==> src/rtl/q2_panel_pkg.sv <==
// ---------------------------------------------------------------------------
// q2_panel_pkg : state encoding and button indices for the q2 front panel.
// Rev 1.0
// ---------------------------------------------------------------------------
`default_nettype none

package q2_panel_pkg;

  localparam int NUM_BTN   = 4;
  localparam int BTN_DEP   = 0;
  localparam int BTN_INCP  = 1;
  localparam int BTN_START = 2;
  localparam int BTN_STOP  = 3;

  localparam logic [2:0] ENC_IDLE     = 3'd0;
  localparam logic [2:0] ENC_DEP      = 3'd1;
  localparam logic [2:0] ENC_GAP      = 3'd2;
  localparam logic [2:0] ENC_INCP     = 3'd3;
  localparam logic [2:0] ENC_START    = 3'd4;
  localparam logic [2:0] ENC_STOP     = 3'd5;
  localparam logic [2:0] ENC_WAIT_REL = 3'd6;

  typedef enum logic [2:0] {
    ST_IDLE     = ENC_IDLE,
    ST_DEP      = ENC_DEP,
    ST_GAP      = ENC_GAP,
    ST_INCP     = ENC_INCP,
    ST_START    = ENC_START,
    ST_STOP     = ENC_STOP,
    ST_WAIT_REL = ENC_WAIT_REL
  } state_t;

endpackage

`default_nettype wire

==> src/rtl/q2_debounce.sv <==
// ---------------------------------------------------------------------------
// q2_debounce : 2-flop synchronizer, stability counter and press detector.
// Rev 1.0
// ---------------------------------------------------------------------------
`default_nettype none

module q2_debounce #(
  parameter int DEBOUNCE_CYCLES = 50000
) (
  input  logic clk,
  input  logic rst,
  input  logic btn,
  output logic level,
  output logic press
);

  localparam int              CW   = $clog2(DEBOUNCE_CYCLES);
  localparam logic [CW-1:0]   LAST = CW'(DEBOUNCE_CYCLES - 1);

  logic          meta;
  logic          sync;
  logic          sync_d;
  logic [CW-1:0] cnt;
  logic          level_d;

  always_ff @(posedge clk) begin
    if (rst) begin
      meta    <= 1'b0;
      sync    <= 1'b0;
      sync_d  <= 1'b0;
      cnt     <= '0;
      level   <= 1'b0;
      level_d <= 1'b0;
    end else begin
      meta    <= btn;
      sync    <= meta;
      sync_d  <= sync;
      level_d <= level;
      // Counter saturates at LAST; the level keeps tracking a stable input.
      if (sync != sync_d) begin
        cnt <= '0;
      end else if (cnt == LAST) begin
        level <= sync;
      end else begin
        cnt <= cnt + CW'(1);
      end
    end
  end

  assign press = level & ~level_d;

endmodule

`default_nettype wire

==> src/rtl/q2_panel.sv <==
// ---------------------------------------------------------------------------
// q2_panel : front-panel sequencer feeding clean switch pulses to the q2 core.
// Rev 1.0
// ---------------------------------------------------------------------------
`default_nettype none

module q2_panel
  import q2_panel_pkg::*;
#(
  parameter int DEBOUNCE_CYCLES = 50000,
  parameter int PULSE_CYCLES    = 4,
  parameter int GAP_CYCLES      = 4
) (
  input  logic        clk,
  input  logic        rst,
  input  logic        btn_dep,
  input  logic        btn_incp,
  input  logic        btn_start,
  input  logic        btn_stop,
  input  logic [11:0] raw_sw,
  input  logic        auto_adv,
  input  logic        run,
  output logic [11:0] sw,
  output logic        dep_sw,
  output logic        incp_sw,
  output logic        start_sw,
  output logic        stop_sw,
  output logic        busy
);

  localparam int            CNT_MAX    = (PULSE_CYCLES > GAP_CYCLES) ? PULSE_CYCLES : GAP_CYCLES;
  localparam int            CW         = $clog2(CNT_MAX + 1);
  localparam logic [CW-1:0] PULSE_LOAD = CW'(PULSE_CYCLES - 1);
  localparam logic [CW-1:0] GAP_LOAD   = CW'(GAP_CYCLES - 1);

  logic [NUM_BTN-1:0] btn_raw;
  logic [NUM_BTN-1:0] level;
  logic [NUM_BTN-1:0] press;
  logic [11:0]        sw_meta;
  logic [11:0]        sw_sync;
  state_t             state;
  logic [CW-1:0]      cnt;
  logic               adv;

  assign btn_raw[BTN_DEP]   = btn_dep;
  assign btn_raw[BTN_INCP]  = btn_incp;
  assign btn_raw[BTN_START] = btn_start;
  assign btn_raw[BTN_STOP]  = btn_stop;

  for (genvar i = 0; i < NUM_BTN; i++) begin : g_btn
    q2_debounce #(
      .DEBOUNCE_CYCLES(DEBOUNCE_CYCLES)
    ) u_debounce (
      .clk  (clk),
      .rst  (rst),
      .btn  (btn_raw[i]),
      .level(level[i]),
      .press(press[i])
    );
  end

  // Data switches are held steady outside IDLE so the core latches stable data.
  always_ff @(posedge clk) begin
    if (rst) begin
      sw_meta <= '0;
      sw_sync <= '0;
      sw      <= '0;
    end else begin
      sw_meta <= raw_sw;
      sw_sync <= sw_meta;
      if (state == ST_IDLE) begin
        sw <= sw_sync;
      end
    end
  end

  always_ff @(posedge clk) begin
    if (rst) begin
      state    <= ST_IDLE;
      cnt      <= '0;
      adv      <= 1'b0;
      dep_sw   <= 1'b0;
      incp_sw  <= 1'b0;
      start_sw <= 1'b0;
      stop_sw  <= 1'b0;
      busy     <= 1'b0;
    end else begin
      case (state)
        ST_IDLE: begin
          if (press[BTN_STOP]) begin
            state   <= ST_STOP;
            stop_sw <= 1'b1;
            cnt     <= PULSE_LOAD;
            busy    <= 1'b1;
          end else if (press[BTN_START] && !run) begin
            state    <= ST_START;
            start_sw <= 1'b1;
            cnt      <= PULSE_LOAD;
            busy     <= 1'b1;
          end else if (press[BTN_DEP] && !run) begin
            state  <= ST_DEP;
            dep_sw <= 1'b1;
            adv    <= auto_adv;
            cnt    <= PULSE_LOAD;
            busy   <= 1'b1;
          end else if (press[BTN_INCP] && !run) begin
            state   <= ST_INCP;
            incp_sw <= 1'b1;
            cnt     <= PULSE_LOAD;
            busy    <= 1'b1;
          end
        end
        ST_DEP: begin
          if (cnt == '0) begin
            dep_sw <= 1'b0;
            if (adv) begin
              state <= ST_GAP;
              cnt   <= GAP_LOAD;
            end else begin
              state <= ST_WAIT_REL;
              cnt   <= '0;
            end
          end else begin
            cnt <= cnt - CW'(1);
          end
        end
        ST_GAP: begin
          if (cnt == '0) begin
            state   <= ST_INCP;
            incp_sw <= 1'b1;
            cnt     <= PULSE_LOAD;
          end else begin
            cnt <= cnt - CW'(1);
          end
        end
        ST_INCP, ST_START, ST_STOP: begin
          if (cnt == '0) begin
            state    <= ST_WAIT_REL;
            incp_sw  <= 1'b0;
            start_sw <= 1'b0;
            stop_sw  <= 1'b0;
            cnt      <= '0;
          end else begin
            cnt <= cnt - CW'(1);
          end
        end
        ST_WAIT_REL: begin
          // One action per press: every button must be released first.
          if (level == '0) begin
            state <= ST_IDLE;
            busy  <= 1'b0;
          end
        end
        default: begin
          state    <= ST_IDLE;
          cnt      <= '0;
          dep_sw   <= 1'b0;
          incp_sw  <= 1'b0;
          start_sw <= 1'b0;
          stop_sw  <= 1'b0;
          busy     <= 1'b0;
        end
      endcase
    end
  end

endmodule

`default_nettype wire

==> config.mk <==
export PLATFORM = sky130hd
export DESIGN_NAME = q2_panel
export DESIGN_NICKNAME = d
export VERILOG_FILES = /design/src/rtl/q2_panel_pkg.sv /design/src/rtl/q2_debounce.sv /design/src/rtl/q2_panel.sv
export SDC_FILE = /design/constraint.sdc
export NUM_CORES = 1
export LEC_CHECK = 0
export BUFFER_PORTS_ARGS = -buffer_cell sky130_fd_sc_hd__buf_2
export CELL_PAD_IN_SITES_DETAIL_PLACEMENT = 1
export CELL_PAD_IN_SITES_GLOBAL_PLACEMENT = 1
export CORE_ASPECT_RATIO = 1.5
export CORE_MARGIN = 2
export CORE_UTILIZATION = 42
export CTS_CLUSTER_DIAMETER = 50
export DETAILED_ROUTE_END_ITERATION = 6
export PLACE_DENSITY_LB_ADDON = 0.1
export REMOVE_ABC_BUFFERS = 1
export SETUP_SLACK_MARGIN = 0.05
export SYNTH_ARGS = -nofsm -noshare
export SYNTH_HDL_FRONTEND = slang
export SYNTH_SLANG_ARGS = --single-unit
==> constraint.sdc <==
create_clock -name clk -period 3.02 [get_ports clk]
set_clock_uncertainty 0.1 [all_clocks]
set_input_delay 0.453 -clock clk [delete_from_list [all_inputs] [get_ports clk]]
set_output_delay 0.453 -clock clk [all_outputs]
set_load 0.05 [all_outputs]
==> results.yml <==
detailed_routing:
  drtIter0Drc: 92
  wirelength_um: 11800
  wl_per_cell_um: 14.7
  drc: 0
  postRouteAntennaNets: 0
  first_pass_iters: 4
  vias: 4196
  post_drt_via_cell_ratio: 5.23
yosys:
  synth-seq-area-share: 0.493
  synth-main-ff-cell: "dfxtp_1"
  synthCells: 596
  synth_top_area_share: 0.493
  synth_area_leader_cell: "dfxtp_1"
  muxShareOfSynthArea: 0.0133
  synth_area_sq_mm: 0.00536
  synth_compound_area_frac: 0.0897
  ys_top_cells_by_area: "dfxtp_1 (49%), nor2_1 (5.6%), xor2_1 (5.1%), nor2b_1 (4.9%), nand2_1 (4.1%)"
  synth_top_family_by_area: "simple AND/OR/NAND/NOR gates"
  synth-adder-area-share: 0.0163
  avgSynthCellArea_sq_um: 8.99
  synth_xor_area_frac: 0.0883
  yosys_warnings: 0
  synth-seq-cells: 132
  yosys.area_share.simple: 0.273
  yosysUniqueCellTypes: 49
  synth_edf_count: 0
  async_flop_share: 0
sta:
  fin_crit_ns: 2.03
  hold_violations: 0
  period_share: 0.671
  worst_pin_slew_ns: 0.596
  setup_viol: 0
  rsz0062_at_grt: "false"
  finalSetupTns_ns: 0
  max_freq_ghz: 0.494
  slew_violations: 0
  slew_headroom: 0.602
floorplan:
  die_area_sq_mm: 0.0137
  die_w_um: 96.2
  ioPinCount: 37
  core_sq_mm: 0.0124
  rows: 50
  die_h_um: 142
  initial_utilization: 0.430
worst_setup_path:
  crit_type: "flip-flop to flip-flop"
  r2r_slack_ns: 0.99
  startpoint_type: "flip-flop"
  required_ns: 3.20
  cp_cell_sequence: "inv_1 > ha_1 > nor2b_1 > nor2_1 > a311oi_1 > a2bb2oi_1 > o32ai_1"
  cp_max_fo: 10
  end_kind: "flip-flop"
  r2r_cells: 7
  crit_slowest_cell: "nor2b_1"
  max_stage_delay_ns: 0.50
  critPathArrivalTime_ns: 2.21
  r2r_end: "cnt[0]"
  timing.rr.start: "cnt[0]"
hold_path:
  hold_start: "raw_sw[7]"
  hold_path_class: "input pin to flip-flop"
  min_delay_worst_endpoint: "sw_meta[7]"
  hold_depth: 2
placed_design:
  io_buffer_count: 36
  dp_hpwl_um: 8270
  gp_congestion: 0.833
global_route:
  grt_pass1_wl_um: 19700
  grt_max_degree: 34
  grt_overflow: 0
  grt.total_usage: 0.184
  grt_antenna_before_repair: 0
  grt_pass1_vias: 4300
pwr:
  p_leak_nw: 2.35
  powerDensity_mw_per_mm2: 776
  p_comb_frac: 0.159
  ir_drop_mv: 0.390
  clkPwrFrac: 0.444
  power_switching_mw: 1.35
  power_frac_seq: 0.398
  p_int_mw: 3.54
  p_sw_frac: 0.276
clock_tree:
  cts_inserted_buffers: 17
  worstSkewPairLatency_ns: 0.41
  h-tree-depth: 4
  tritoncts: "yes"
  cts_hold_repair.buffers: 0
  post_cts_resized: 0
  root_buffer: "clkbuf_16"
  post-cts-setup-buffer-count: 0
  path_clk_slew_ns: 0.05
  cts_buffer_depth: 2
  clkSinkCount: 132
status:
  status: "finished clean"
layout:
  antenna_cells: 0
  fin_nets: 661
  syn_to_final_growth_pct: 17.6
  drive_above_1_share: 0.117
  fin_util: 0.506
job:
  cap_violations: 0
==> layer usage <==
| layer | GRT usage | part of all wire | vias up |
|---|---|---|---|
| met5 | 0 | 0 | - |
| met4 | 0.0805 | 0.020 | 0 |
| met3 | 0.0440 | 0.024 | 17 |
| met2 | 0.327 | 0.53 | 39 |
| met1 | 0.202 | 0.42 | 2044 |
| li1 | - | - | 2096 |
==> state kept, by name (all words and copies together) (netlist names), 3 cells and up <==
name and flops:
cnt 3, g_btn.u_debounce.cnt 64, g_btn.u_debounce.level 4, g_btn.u_debounce.level_d 4, g_btn.u_debounce.meta 4, g_btn.u_debounce.sync 4, g_btn.u_debounce.sync_d 4, state 3
sw 12, sw_meta 12, sw_sync 12
==> stage by stage <==
| stage | power [mW] | cells | worst slack, ns | instance area [sq um] | hold slack, ns |
|---|---|---|---|---|---|
| 3_3_place_gp | 2.74 | 771 | 1.12 | 5670 | 0.318 |
| 6_report | 4.89 | 803 | 0.994 | 6300 | 0.161 |
| 2_1_floorplan | 2.51 | 576 | 1.21 | 5280 | 0.311 |
| 5_1_grt | 5.14 | 803 | 0.749 | 6300 | 0.166 |
| 3_5_place_dp | 2.77 | 771 | 1.03 | 5670 | 0.324 |
| 4_1_cts | 4.96 | 803 | 0.998 | 6300 | 0.147 |
==> cell families after synthesis <==
logic type,count (synthesis)
mux,7
compound gates,79
flops,132
fa+ha+maj,7
simple gates,282
xor+xnor,54
buf+inv,35
==> power groups by stage <==
stage	Sequential [mW]	Clock (mW)	Combinational, mW
floorplan	2.05	0	0.465
global placement	1.98	0	0.761
detailed placement	1.98	0	0.791
CTS	1.95	2.22	0.795
global route	1.96	2.30	0.871
finish	1.95	2.17	0.777
==> worst max-delay path by stage <==
stage          startpoint     end  depth (start not counted)
3_3_place_gp       cnt[0]  cnt[0]                          7
4_1_cts            cnt[0]  cnt[0]                          7
2_1_floorplan    state[1]    busy                          5
5_1_grt            cnt[0]  cnt[0]                          7
3_5_place_dp       cnt[0]  cnt[0]                          7
6_report           cnt[0]  cnt[0]                          7
==> critical path, delay by kind of cell (launching register included) <==
kind / cells / cell delay (ns)
AND/OR/NAND/NOR: 2 / 0.62
flip-flops: 1 / 0.34
buffers and inverters: 1 / 0.09
adder cells (fa/ha/maj): 1 / 0.21
AO/OA/AOI/OAI: 3 / 0.55
==> layout make-up <==
cell class	count	area (sq um)
Fill cell	1426	6150
Clock buffer	23	478
Inverter	15	56.3
Timing Repair Buffer	39	203
Tap cell	156	195
Sequential cell	132	2640
Multi-Input combinational cell	429	2580
Clock inverter	9	150
==> cell usage after synthesis (12+ instances only) <==
| library cell | count |
|---|---|
| o21ai_0 | 18 |
| nor2_1 | 80 |
| nand3_1 | 18 |
| or3_1 | 13 |
| dfxtp_1 | 132 |
| xnor2_1 | 23 |
| inv_1 | 14 |
| xor2_1 | 31 |
| clkbuf_1 | 14 |
| nand2_1 | 58 |
| nand4_1 | 12 |
| a21oi_1 | 34 |
| nor2b_1 | 42 |
| nand2b_1 | 13 |
==> layout by cell type, fill, tap and decap left out, types with 4 or more instances in the layout <==
cell type  count
nand2_1       58
buf_2         36
xor2_1        31
inv_1         14
and4_1         6
nand3_1       18
nor4b_1        4
and3_1         8
bufinv_16      4
ha_1           7
nand4_1       12
mux2i_1        6
nor3_1         8
o21ai_0       18
o21ai_1        8
nor2_1        80
or3_1         13
nor4bb_1       7
clkbuf_16     17
xnor2_1       23
a21oi_1       34
dfxtp_1      132
nand2b_1      13
nor2b_1       42
Power figures use the tool's default switching activity.
